File: src/rtl/grant_sequencer_if.sv
// Request/grant bundle between a requester block and grant_sequencer.
// The grant side (slave) drives sel/sel_valid/busy into the 2-to-4 decoder stage.
interface grant_sequencer_if;
    logic [3:0] req;
    logic       done;
    logic [1:0] sel;
    logic       sel_valid;
    logic       busy;

    modport master (
        output req,
        output done,
        input  sel,
        input  sel_valid,
        input  busy
    );

    modport slave (
        input  req,
        input  done,
        output sel,
        output sel_valid,
        output busy
    );
endinterface

File: src/rtl/grant_sequencer.sv
// Four-channel round-robin grant sequencer feeding a 2-to-4 decoder (sel -> x, sel_valid -> enable).
// Define SEL_GAP_EN to insert one dead cycle between grants; default build grants back-to-back.
module grant_sequencer #(
    parameter int HOLD_CYCLES = 4
) (
    input  logic              clk,
    input  logic              rst,
    grant_sequencer_if.slave  bus
);

`ifdef SEL_GAP_EN
    typedef enum logic [1:0] {IDLE = 2'd0, GRANT = 2'd1, GAP = 2'd2} state_t;
`else
    typedef enum logic [1:0] {IDLE = 2'd0, GRANT = 2'd1} state_t;
`endif

    localparam logic [7:0] CNT_LOAD = 8'(HOLD_CYCLES - 1);

    state_t     state_reg, state_next;
    logic [1:0] sel_reg, sel_next;
    logic       valid_reg, valid_next;
    logic [1:0] ptr_reg, ptr_next;
    logic [7:0] cnt_reg, cnt_next;

    // Candidate channels in priority order starting at the pointer.
    logic [1:0] cand [4];
    logic [3:0] hit;

    generate
        for (genvar gi = 0; gi < 4; gi++) begin : g_cand
            assign cand[gi] = ptr_reg + 2'(gi);
            assign hit[gi]  = bus.req[cand[gi]];
        end
    endgenerate

    logic       win_any;
    logic [1:0] win_idx;
    logic       grant_end;
    logic       do_arb;

    always_comb begin
        win_any = |hit;
        win_idx = cand[0];
        for (int i = 3; i >= 0; i--) begin
            if (hit[i]) begin
                win_idx = cand[i];
            end
        end
    end

    // done and an expired count together still end the grant only once.
    assign grant_end = bus.done | (cnt_reg == 8'd0) | ~bus.req[sel_reg];

    always_comb begin
        state_next = state_reg;
        sel_next   = sel_reg;
        valid_next = valid_reg;
        ptr_next   = ptr_reg;
        cnt_next   = cnt_reg;
        do_arb     = 1'b0;

        case (state_reg)
            IDLE: begin
                if (win_any) begin
                    do_arb = 1'b1;
                end else begin
                    valid_next = 1'b0;
                end
            end
            GRANT: begin
                if (grant_end) begin
`ifdef SEL_GAP_EN
                    valid_next = 1'b0;
                    state_next = GAP;
`else
                    if (win_any) begin
                        do_arb = 1'b1;
                    end else begin
                        valid_next = 1'b0;
                        state_next = IDLE;
                    end
`endif
                end else begin
                    cnt_next = cnt_reg - 8'd1;
                end
            end
`ifdef SEL_GAP_EN
            // The dead cycle arbitrates like IDLE so exactly one invalid cycle separates grants.
            GAP: begin
                if (win_any) begin
                    do_arb = 1'b1;
                end else begin
                    valid_next = 1'b0;
                    state_next = IDLE;
                end
            end
`endif
            default: begin
                valid_next = 1'b0;
                state_next = IDLE;
            end
        endcase

        if (do_arb) begin
            sel_next   = win_idx;
            valid_next = 1'b1;
            cnt_next   = CNT_LOAD;
            ptr_next   = win_idx + 2'd1;
            state_next = GRANT;
        end
    end

    always_ff @(posedge clk) begin
        if (rst) begin
            state_reg <= IDLE;
            sel_reg   <= 2'b00;
            valid_reg <= 1'b0;
            ptr_reg   <= 2'b00;
            cnt_reg   <= 8'd0;
        end else begin
            state_reg <= state_next;
            sel_reg   <= sel_next;
            valid_reg <= valid_next;
            ptr_reg   <= ptr_next;
            cnt_reg   <= cnt_next;
        end
    end

    assign bus.sel       = sel_reg;
    assign bus.sel_valid = valid_reg;
    assign bus.busy      = (state_reg != IDLE);

endmodule
File: src/flat_wrapper.sv
// flat-port wrapper written by rule: the top's interface ports become plain ports
module grant_sequencer_flat 
#(
    parameter int HOLD_CYCLES = 4
)
  (clk, rst, bus_req, bus_done, bus_sel, bus_sel_valid, bus_busy);
  grant_sequencer_if bus_i ();
  input  logic clk;
  input  logic rst;
  input wire logic [$bits(bus_i.req)-1:0] bus_req;
  input wire logic [$bits(bus_i.done)-1:0] bus_done;
  output wire logic [$bits(bus_i.sel)-1:0] bus_sel;
  output wire logic [$bits(bus_i.sel_valid)-1:0] bus_sel_valid;
  output wire logic [$bits(bus_i.busy)-1:0] bus_busy;
  assign bus_i.req = bus_req;
  assign bus_i.done = bus_done;
  assign bus_sel = bus_i.sel;
  assign bus_sel_valid = bus_i.sel_valid;
  assign bus_busy = bus_i.busy;
  grant_sequencer #(.HOLD_CYCLES(HOLD_CYCLES)) u_core (.clk(clk), .rst(rst), .bus(bus_i));
endmodule
File: config.mk
export PLATFORM = sky130hd
export DESIGN_NAME = grant_sequencer_flat
export DESIGN_NICKNAME = d
export VERILOG_FILES = /design/src/rtl/grant_sequencer_if.sv /design/src/rtl/grant_sequencer.sv /design/src/flat_wrapper.sv
export SDC_FILE = /design/constraint.sdc
export NUM_CORES = 1
export LEC_CHECK = 0
export ABC_AREA = 1
export BUFFER_PORTS_ARGS = -buffer_cell sky130_fd_sc_hd__buf_4
export CAP_MARGIN = 20
export CORE_MARGIN = 2
export CORE_UTILIZATION = 61
export DETAILED_ROUTE_END_ITERATION = 10
export GPL_TIMING_DRIVEN = 0
export PLACE_DENSITY_LB_ADDON = 0.15
export SYNTH_ARGS = -nofsm -noshare
export SYNTH_HDL_FRONTEND = slang
export SYNTH_SLANG_ARGS = --single-unit
export TNS_END_PERCENT = 30
File: constraint.sdc
create_clock -name clk -period 2.6 [get_ports clk]
set_input_delay 0.13 -clock clk [delete_from_list [all_inputs] [get_ports clk]]
set_output_delay 0.13 -clock clk [all_outputs]
set_load 0.01 [all_outputs]
Word level (Yosys, flattened, before mapping)
Index checks and enable logic that the tools add are counted.
{ "totals": {"ff_bits": 15, "input_bits": 7, "output_inout_bits": 4, "wordCells": 67} }
{ "classes": {"addsub": 5, "n_lt_le_gt_ge": 5, "n_eq_ne": 7, "n_mux": 28, "n_bitwise": 5, "reduce_logical": 10} }
{ "ops": {"columns": ["operator", "count"], "rows": [
  ["2-bit two-way mux", 9],
  ["2-bit by 3-bit less-than comparator with 1-bit output (second input constant)", 5],
  ["1-bit two-way mux", 11],
  ["1-bit binary-select mux with 2-bit select", 5],
  ["8-bit zero test", 1],
  ["8-bit by 1-bit subtractor with 8-bit output (second input constant)", 1],
  ["3-bit AND reduction", 2],
  ["2-bit by 1-bit adder with 2-bit output (second input constant)", 2],
  ["2-bit adder (second input constant)", 2],
  ["2-bit by 1-bit != test with 1-bit output (second input constant)", 2],
  ["2-bit != test (second input constant)", 2],
  ["1-bit one-hot mux with 2 select lines", 2],
  ["2-bit one-hot mux with 2 select lines", 1],
  ["2-bit AND reduction", 2],
  ["2-bit nonzero test", 2],
  ["4-bit OR reduction", 1],
  ["3-bit by 1-bit != test with 1-bit output (second input constant)", 1],
  ["3-bit != test (second input constant)", 1],
  ["1-bit NOT", 3],
  ["2-bit by 1-bit equality test with 1-bit output (second input constant)", 1],
  ["2-bit zero test", 1],
  ["1-bit OR", 2],
  ["2-bit OR reduction", 1]
]} }

Longest topological paths before layout
Gate-level depths: netlist (run 1).
{ "depth": {"ltp_word": 9, "depth_mapped": 13, "ltp_nobuf": 13} }

Least setup slack after synthesis (run 1)
Ideal clock, no wire load.
{ "synth_timing": {"kind": "register -> register", "from": "reg u_core.cnt_reg[0]", "to": "reg u_core.cnt_reg[4]", "setup_ns": 0.122, "t_arrival_ns": 1.316, "t_required_ns": 2.478, "slack_ns": 1.163, "path_stages_with_launch": 9, "n_path_buf": 0, "synth_period_minus_slack_ns": 1.437, "cell_sequence": "dfxtp_1 inv_1 ha_1 nand2_1 o21ai_1 nor2_2 nand2_1 nor3_1 nor3b_2"} }
{ "synth_via": {"elab_chain_len": 6, "word_cells_on_any_way": 9, "classes_between": "add/sub (1); mux (2); bitwise (3); reduce/logical (3)"} }
{ "synth_rtl": {"columns": ["item", "line", "source"], "rows": [
  ["from (decl)", "grant_sequencer.sv:23", "logic [7:0] cnt_reg, cnt_next;"],
  ["from (signal assigned)", "grant_sequencer.sv:125", "cnt_reg <= cnt_next;"],
  ["8-bit zero test", "grant_sequencer.sv:52", "assign grant_end = bus.done | (cnt_reg == 8'd0) | ~bus.req[sel_reg];"],
  ["1-bit OR (2 in a row)", "grant_sequencer.sv:52", null],
  ["1-bit two-way mux", "grant_sequencer.sv:71", "if (grant_end) begin"],
  ["1-bit one-hot mux with 2 select lines", "grant_sequencer.sv:62", "case (state_reg)"],
  ["2-bit OR reduction (no source line)", null, null]
]} }
Several ways; a longest one is shown, not always the timed one.
A chain may end at the register's enable or synchronous reset.

Worst setup path in the final report (run 1)
{ "layout_timing": {"from": "reg u_core.cnt_reg[0]", "to": "reg u_core.cnt_reg[5]"} }
Same word-level chain as after synthesis.

==> metrics.yaml, run 1 <==
r2r_setup_slack_ns: 0.89
slew_headroom: 0.798
min_from: "rst"
start_util: 0.655
synth-edff-count: 0
reg2reg_depth: 8
cts_tree: "yes"
wl_per_cell_um: 11.1
hold_viol_final: 0
avgSynthCellArea_um2: 6.58
drtPass1Iterations: 4
largest_register_ff_count: 8
rsz0062_at_grt: "false"
syn_nets: 159
grt_max_degree: 11
required_ns: 2.82
fin_crit_sh: 0.658
vias_per_cell: 5.28
clockBufferDepth: 2
cts-buffers-inserted: 3
yosysSeqAreaShare: 0.284
worst_skew_pair.late_latency_ns: 0.29
portBuffers: 10
fmax_mhz: 585
gp_congestion: 0.943
diodes: 0
leakage_nw: 0.581
slew_viol_final: 0
dieArea_um2: 1960
grt_pass1_wl_mm: 3.46
routed_wl_mm: 1.99
path_max_fanout: 7
setup_tns_ns: 0
irDropWorstVdd_uv: 726
area_delta_synth_final_pct: 13.3
cts_setup_buffers: 0
ios: 11
powerDensity_nw_per_um2: 977
worst-setup-path-type: "reg -> reg"
drcViolationCount: 0
antenna_found_initial: 0
dp.final_hpwl_mm: 1.53
final_common_cell: "nand2_1"
place_area_um2: 1080
status: "finished, final reports clean"
hold_end: "u_core.ptr_reg[0]"
hold_path_class: "in -> reg"
core_region_area_um2: 1510
setup_viol: 0
hold-worst-slack_ns: 0.0216
endpoint_kind: "flip-flop"
cts_num_sinks: 14
cts_resized: 0
ys_ff_latch: 14
fin_total_pwr_mw: 1.09
fin_crit_ns: 1.71
synth_area_um2: 987
drtIter0Drc: 36
final_design_area_no_fill_um2: 1120
layout-drive-gt1-share: 0.244
rows: 14
layout_common_cells: "nand2_1 (42), inv_1 (23), dfxtp_1 (14)"
critical_path_arrival_ns: 1.93
startpoint_type: "flip-flop"
skew_ns: 0.000546
overflow: 0
die_w_um: 44.2
maxCapViolCount: 0
netlist_instances: 150
finalNetCount: 174
ys_types: 26
hold_buffers: 0
regToRegStartpoint: "u_core.cnt_reg[0]"
die_height_um: 44.2
timing.rr.end: "u_core.cnt_reg[5]"
tightestPinTransition_ns: 0.300
grt_usage: 0.244
async_flop_share: 0
vias: 951
whs_path_depth: 2
grt_pass1_vias: 842
h-tree-depth: 1
synth-main-ff-cell: "dfxtp_1"
ant_nets: 0
cts-root-buf: "clkbuf_4"
yosys_warnings: 0
cts.clk_slew.worst_paths_ns: 0.09
Yosys cell counts, types with 2 or more instances:
cell	count	area share
nand2_1	42	0.16
inv_1	23	0.087
dfxtp_1	14	0.28
nor2_1	11	0.042
nand3_1	10	0.051
nand2_2	9	0.057
a21oi_1	7	0.035
o21ai_1	5	0.025
o21ai_0	4	0.020
inv_2	3	0.011
nand2_4	3	0.034
nor3b_2	3	0.038
ha_1	2	0.025
nor2_4	2	0.023
metal layers:
layer  wire length (um)  track usage  vias up
met4                 10        0.103        0
met3                 99       0.0490        2
met2                932        0.400       32
li1                   -            -      495
met5                  0            0        -
met1                950        0.313      422
worst max-delay path, stage by stage (launching register included):
cell	delay (ns)
dfxtp_1	0.37
inv_1	0.10
ha_1	0.21
nand2_1	0.07
o21ai_1	0.08
nor2_2	0.25
nand4_1	0.19
or2_1	0.25
a21oi_1	0.12
power by group:
part,total (mW),switching (mW),internal [mW]
clock network,0.161,0.0753,0.0853
registers,0.295,0.0399,0.255
logic,0.637,0.393,0.244
cell families (layout without fill, tap and decap cells):
| logic type | Yosys count | in the layout | synth area share |
|---|---|---|---|
| flip-flops | 14 | 14 | 0.284 |
| AO/OA/AOI/OAI | 19 | 19 | 0.106 |
| XOR/XNOR | 1 | 1 | 0.00887 |
| buffers and inverters | 27 | 41 | 0.110 |
| AND/OR/NAND/NOR | 87 | 87 | 0.465 |
| adder cells (fa/ha/maj) | 2 | 2 | 0.0253 |
area by class of cell:
type                       count  area [um2]
clock buffer                   4        36.3
inverter                      26        97.6
tap                           16        20.0
fill                         128         388
multi-input combinational    109         598
timing repair buffer          10        75.1
buffer                         1        11.3
sequential                    14         280
stage by stage:
step | instances | worst slack (ns) | util
2_1_floorplan | 150 | 1.16 | -
3_3_place_gp | 176 | 1.02 | 0.718
3_5_place_dp | 176 | 0.969 | 0.718
4_1_cts | 180 | 0.914 | 0.743
5_1_grt | 180 | 0.770 | 0.743
6_report | 180 | 0.890 | 0.743
how the worst max path moves through the flow:
stage / end / start / slack [ns] / cells past startpoint
after CTS: u_core.cnt_reg[5] / u_core.cnt_reg[0] / 0.91 / 8
after floorplan: u_core.cnt_reg[4] / u_core.cnt_reg[0] / 1.16 / 8
after global routing: u_core.cnt_reg[4] / u_core.cnt_reg[0] / 0.77 / 8
after global placement: u_core.cnt_reg[4] / u_core.cnt_reg[0] / 1.02 / 8
final: u_core.cnt_reg[5] / u_core.cnt_reg[0] / 0.89 / 8
after detailed placement: u_core.cnt_reg[6] / u_core.cnt_reg[0] / 0.97 / 8
(Power assumes the default switching activity.)
==> run 2, diff against run 1 <==
--- a/config.mk
+++ b/config.mk
@@ -8,8 +8,9 @@
 export ABC_AREA = 1
 export BUFFER_PORTS_ARGS = -buffer_cell sky130_fd_sc_hd__buf_4
 export CAP_MARGIN = 20
+export CORE_ASPECT_RATIO = 0.75
 export CORE_MARGIN = 2
-export CORE_UTILIZATION = 61
+export CORE_UTILIZATION = 51
 export DETAILED_ROUTE_END_ITERATION = 10
 export GPL_TIMING_DRIVEN = 0
 export PLACE_DENSITY_LB_ADDON = 0.15
==> constraint.sdc (replaced) <==
create_clock -name clk -period 1.4 [get_ports clk]
set_input_delay 0.07 -clock clk [delete_from_list [all_inputs] [get_ports clk]]
set_output_delay 0.07 -clock clk [all_outputs]
set_load 0.01 [all_outputs]
==> metrics.yaml, run 2 (synthesis results as in run 1) <==
hold_path_class: "in -> reg"
skew_ns: 0.00232  # +0.00177 ns
rsz0062_at_grt: "true"
drtPass1Iterations: 4  # unchanged
powerDensity_nw_per_um2: 1820  # +87%
violations: "negative setup slack"
drcViolationCount: 0  # unchanged
drtIter0Drc: 33  # -8.3%
grt_pass1_vias: 917  # +8.9%
final_common_cell: "nand2_1"
routed_wl_mm: 2.36  # +19%
fillCellCount: 145  # +13%
die_w_um: 54.8  # +24%
dp.final_hpwl_mm: 1.71  # +12%
pwr-share-seq: 0.245  # -0.025
p_sw_frac: 0.491  # +0.0258
vias_per_cell: 5.22  # -1.1%
leakage_nw: 0.624  # +7.4%
critical_path_arrival_ns: 1.72  # -0.21 ns
seq_area_um2: 292  # +4.0%
ant_nets: 0  # unchanged
clkPwrFrac: 0.096  # -0.051
start_util: 0.557  # -0.0985
layout_common_cells: "nand2_1 (33), inv_1 (19), nand2_2 (16)"
worst_skew_pair.late_latency_ns: 0.28  # about the same
irDropWorstVdd_uv: 1500  # +110%
hold-worst-slack_ns: 0.368  # +0.347 ns
rows: 13  # -1
switchingPower_mw: 1.17  # +130%
p_int_mw: 1.21  # +110%
status: "finished with violations"
grt_usage: 0.229  # -0.0154
grt_pass1_wl_mm: 3.84  # +11%
worst-setup-path-type: "reg -> reg"
tightestPinTransition_ns: 0.290  # -0.00956 ns
cts_tree: "yes"
diodes: 0  # unchanged
slew_headroom: 0.805  # +0.00643
die_height_um: 42.1  # -4.8%
path_max_fanout: 5  # -2
layout-drive-gt1-share: 0.424  # +0.180
gp_congestion: 0.825  # -13%
cts.clk_slew.worst_paths_ns: 0.08  # about the same
overflow: 0  # unchanged
dieArea_um2: 2310  # +18%
ios: 11  # unchanged
fin_ws_ns: -0.0946  # -0.985 ns
fin_util: 0.737  # -0.00505
fin_crit_ns: 1.49  # -0.215 ns
portBuffers: 10  # unchanged
finalNetCount: 181  # +4.0%
cts-root-buf: "clkbuf_4"
h-tree-depth: 1  # unchanged
core_region_area_um2: 1770  # +18%
antenna_found_initial: 0  # unchanged
largest_register_ff_count: 8  # unchanged
grt_max_degree: 11  # unchanged
startpoint_type: "flip-flop"
setup_viol: 8  # +8
multi_input_area_um2: 718  # +20%
pwr-share-comb: 0.659  # +0.076
wl_per_cell_um: 12.3  # +11%
cts_num_sinks: 14  # unchanged
cts-buffers-inserted: 3  # unchanged
maxCapViolCount: 0  # unchanged
hold_viol_final: 0  # unchanged
fin_crit_sh: 1.07  # +0.410
vias: 1003  # +5.5%
endpoint_kind: "flip-flop"
pre_cts_slack_ns: -0.168  # -1.14 ns
slew_viol_final: 0  # unchanged
required_ns: 1.63  # -1.19 ns
clockBufferDepth: 2  # unchanged
area_delta_synth_final_pct: 32.4
fmax_mhz: 669  # +14%
==> run 2: changes by cell type in the layout (fill, tap and decap cells not counted), sizes merged <==
cell / change
clkbuf: -1
dlygate4sd3: +1
buf: +6
==> run 2: cell type report <==
type | count | area share
buffer | 1 | 0.00861
sequential | 14 | 0.223
inverter | 26 | 0.0785
multi-input combinational | 109 | 0.549
tap | 22 | 0.0211
timing repair buffer | 17 | 0.102
clock buffer | 3 | 0.0172
==> run 2: routing by layer <==
metal | vias to the layer above | global-route usage | part of all wire
met5 | - | 0 | 0
met4 | 0 | 0.0300 | 0.019
met3 | 6 | 0.0750 | 0.060
met2 | 26 | 0.345 | 0.43
met1 | 462 | 0.321 | 0.49
li1 | 509 | - | -
==> run 2: critical path, cell delays in order, from the launching register on <==
cell     delay (ns)
dfxtp_4        0.37
buf_6          0.14
o21ai_4        0.16
nand2_2        0.10
buf_4          0.14
nand3_1        0.08
nand2_1        0.08
o21ai_2        0.07
inv_1          0.07
nand2_1        0.08
nand3_1        0.08
nand2_1        0.07
==> run 2: through the flow <==
stage          cell area (um2)  total power [mW]  instances  setup TNS (ns)
6_report                  1310              2.38        192          -0.308
5_1_grt                   1310              2.59        192           -1.35
2_1_floorplan             1000              1.52        150         -0.0150
3_5_place_dp              1110              1.77        182           -1.22
3_3_place_gp              1110              1.73        182          -0.799
4_1_cts                   1210              2.13        190          -0.211
==> run 2: final timing paths <==
kind,from,end,slack (ns),depth (start not counted)
hold / removal,bus_done,u_core.bus.sel_valid,0.37,6
setup / recovery,u_core.ptr_reg[0],u_core.ptr_reg[1],-0.09,11
hold reg to reg,u_core.cnt_reg[0],u_core.cnt_reg[0],0.46,1
setup reg to reg,u_core.ptr_reg[0],u_core.ptr_reg[1],-0.09,11
==> run 2: power by group through the flow <==
stage / registers [mW] / logic (mW) / clock network [mW]
6_report: 0.584 / 1.57 / 0.229
5_1_grt: 0.597 / 1.73 / 0.256
4_1_cts: 0.558 / 1.33 / 0.235
3_5_place_dp: 0.559 / 1.21 / 0
3_3_place_gp: 0.556 / 1.18 / 0
2_1_floorplan: 0.558 / 0.964 / 0
==> run 2: repair_timing <==
| action | CTS | global route |
|---|---|---|
| endpoints found under the hold margin | 1 | 0 |
| endpoints found under the setup margin | 10 | 13 |
| pin swaps | 10 | 13 |
| cloned | 0 | 1 |
| setup buffers | 4 | 1 |
| resized for setup | 12 | 24 |
| hold buffers | 1 | 0 |
==> run 3, diff against run 2 <==
--- a/config.mk
+++ b/config.mk
@@ -13,6 +13,7 @@
 export CORE_UTILIZATION = 51
 export DETAILED_ROUTE_END_ITERATION = 10
 export GPL_TIMING_DRIVEN = 0
+export MAX_ROUTING_LAYER = met4
 export PLACE_DENSITY_LB_ADDON = 0.15
 export SYNTH_ARGS = -nofsm -noshare
 export SYNTH_HDL_FRONTEND = slang
==> metrics.yaml, run 3 (synthesis results as in run 1) <==
status: "finished with violations"
violations: "negative setup slack"
die_height_um: 42.1  # unchanged
diodes: 0  # unchanged
final_common_cell: "nand2_1"
slew_headroom: 0.805  # about the same
path_cells: "buf_6, o21ai_4, nand2_2, buf_4, nand3_1, nand2_1, o21ai_2, inv_1, nand2_1, nand3_1, nand2_1"
startpoint_type: "flip-flop"
drcViolationCount: 0  # unchanged
ant_nets: 0  # unchanged
cts-buffers-inserted: 3  # unchanged
routed_wl_mm: 2.37  # +0.21%
largest_register_ff_count: 8  # unchanged
cts_num_sinks: 14  # unchanged
grt_pass1_vias: 912  # -0.55%
antenna_found_initial: 0  # unchanged
gp_congestion: 0.837  # +1.5%
tightestPinTransition_ns: 0.290  # -0.00000489 ns
maxCapViolCount: 0  # unchanged
start_util: 0.557  # unchanged
pwr-share-comb: 0.660  # about the same
reg2reg_depth: 11  # unchanged
clockBufferDepth: 2  # unchanged
irDropWorstVdd_uv: 1500  # +0.11%
hold_viol_final: 0  # unchanged
switchingPower_mw: 1.17  # +0.27%
slew_viol_final: 0  # unchanged
endpoint_kind: "flip-flop"
powerDensity_nw_per_um2: 1830  # +0.14%
core_region_area_um2: 1770  # unchanged
overflow: 0  # unchanged
rows: 13  # unchanged
cpPeakStageDelay_ns: 0.37  # about the same
place_area_um2: 1110  # unchanged
cts_tree: "yes"
vias_per_cell: 5.26  # +0.60%
skew_ns: 0.00438  # +0.00206 ns
grt_pass1_wl_mm: 3.84  # unchanged
drtIter0Drc: 33  # unchanged
fin_crit_ns: 1.49  # -0.00187 ns
cp_slowest_cell: "dfxtp_4"
drtPass1Iterations: 4  # unchanged
area_delta_synth_final_pct: 32.4  # unchanged
rsz0062_at_grt: "true"
hold-worst-slack_ns: 0.366  # -0.00197 ns
cts-root-buf: "clkbuf_4"
vias: 1009  # +0.60%
worst-setup-path-type: "reg -> reg"
die_w_um: 54.8  # unchanged
setup_viol: 8  # unchanged
pwr-share-seq: 0.245  # about the same
whs_path_depth: 6  # unchanged
fin_crit_sh: 1.07  # -0.00134
portBuffers: 10  # unchanged
path_max_fanout: 5  # unchanged
cts.clk_slew.worst_paths_ns: 0.08  # about the same
p_int_mw: 1.21  # about the same
p_sw_frac: 0.492  # +0.000632
ios: 11  # unchanged
dp_cells: 182  # unchanged
dp.final_hpwl_mm: 1.71  # unchanged
grt_usage: 0.235  # +0.00607
worst_skew_pair.late_latency_ns: 0.28  # about the same
dieArea_um2: 2310  # unchanged
required_ns: 1.63  # about the same
crit_path_frequent_cell: "nand2_1"
critical_path_arrival_ns: 1.72  # about the same
fmax_mhz: 670  # +0.13%
hold_path_class: "in -> reg"
final_design_area_no_fill_um2: 1310  # unchanged
layout-drive-gt1-share: 0.424  # unchanged
instances_no_fill: 192  # unchanged
h-tree-depth: 1  # unchanged
leakage_nw: 0.624  # unchanged
wl_per_cell_um: 12.3  # +0.21%
grt_max_degree: 11  # unchanged
clkPwrFrac: 0.096  # about the same
fillCellCount: 145  # unchanged
layout_common_cells: "nand2_1 (33), inv_1 (19), nand2_2 (16)"
fin_ws_ns: -0.0927  # +0.00187 ns
r2r_setup_slack_ns: -0.09  # about the same
finalNetCount: 181  # unchanged
setup_tns_ns: -0.323  # -0.0149 ns
==> run 3: per-layer routing <==
layer	part of all wire	global-route usage	up-vias
met5	0	-	-
met4	0.022	0.0300	0
met3	0.044	0.0750	8
met2	0.43	0.345	29
met1	0.51	0.321	461
li1	-	-	511
==> run 3: area by class of cell <==
| class | count | area (um2) | area share |
|---|---|---|---|
| multi-input cells | 109 | 718 | 0.549 |
| well taps | 22 | 27.5 | 0.0211 |
| flip-flops and latches | 14 | 292 | 0.223 |
| plain buffers | 1 | 11.3 | 0.00861 |
| clock buffers | 3 | 22.5 | 0.0172 |
| inverters | 26 | 103 | 0.0785 |
| repair buffers | 17 | 134 | 0.102 |
==> run 3: worst paths after layout <==
check	start	to
worst max-delay path	u_core.ptr_reg[0]	u_core.ptr_reg[1]
worst min-delay path	bus_done	u_core.bus.sel_valid
worst max register to register	u_core.ptr_reg[0]	u_core.ptr_reg[1]
worst min register to register	u_core.cnt_reg[0]	u_core.cnt_reg[0]
==> run 3: metrics by stage <==
step | setup WS (ns) | total power [mW] | utilization
detailed placement | -0.168 | 1.77 | 0.625
global route | -0.182 | 2.59 | 0.737
CTS | -0.0384 | 2.13 | 0.684
finish | -0.0927 | 2.39 | 0.737
global placement | -0.126 | 1.73 | 0.625
floorplan | -0.0150 | 1.52 | -
==> run 3: repair_timing <==
item	in CTS	in global routing
resized for setup	12	24
endpoints found under the hold margin	1	0
pin swaps	10	13
hold buffers	1	0
cloned	0	1
setup buffers	4	1
endpoints found under the setup margin	10	13
==> run 3: critical path, delay by kind of cell, from the launching register on <==
family / cells / cell delay, ns
DFF: 1 / 0.37
AOI/OAI and AO/OA: 2 / 0.23
buffers and inverters: 3 / 0.35
and+or+nand+nor: 6 / 0.49
==> run 3: power by group through the flow <==
stage	Sequential, mW	Clock [mW]	Combinational (mW)
after CTS	0.558	0.235	1.33
after detailed placement	0.559	0	1.21
final	0.584	0.229	1.57
after global routing	0.597	0.256	1.73
after floorplan	0.558	0	0.964
after global placement	0.556	0	1.18
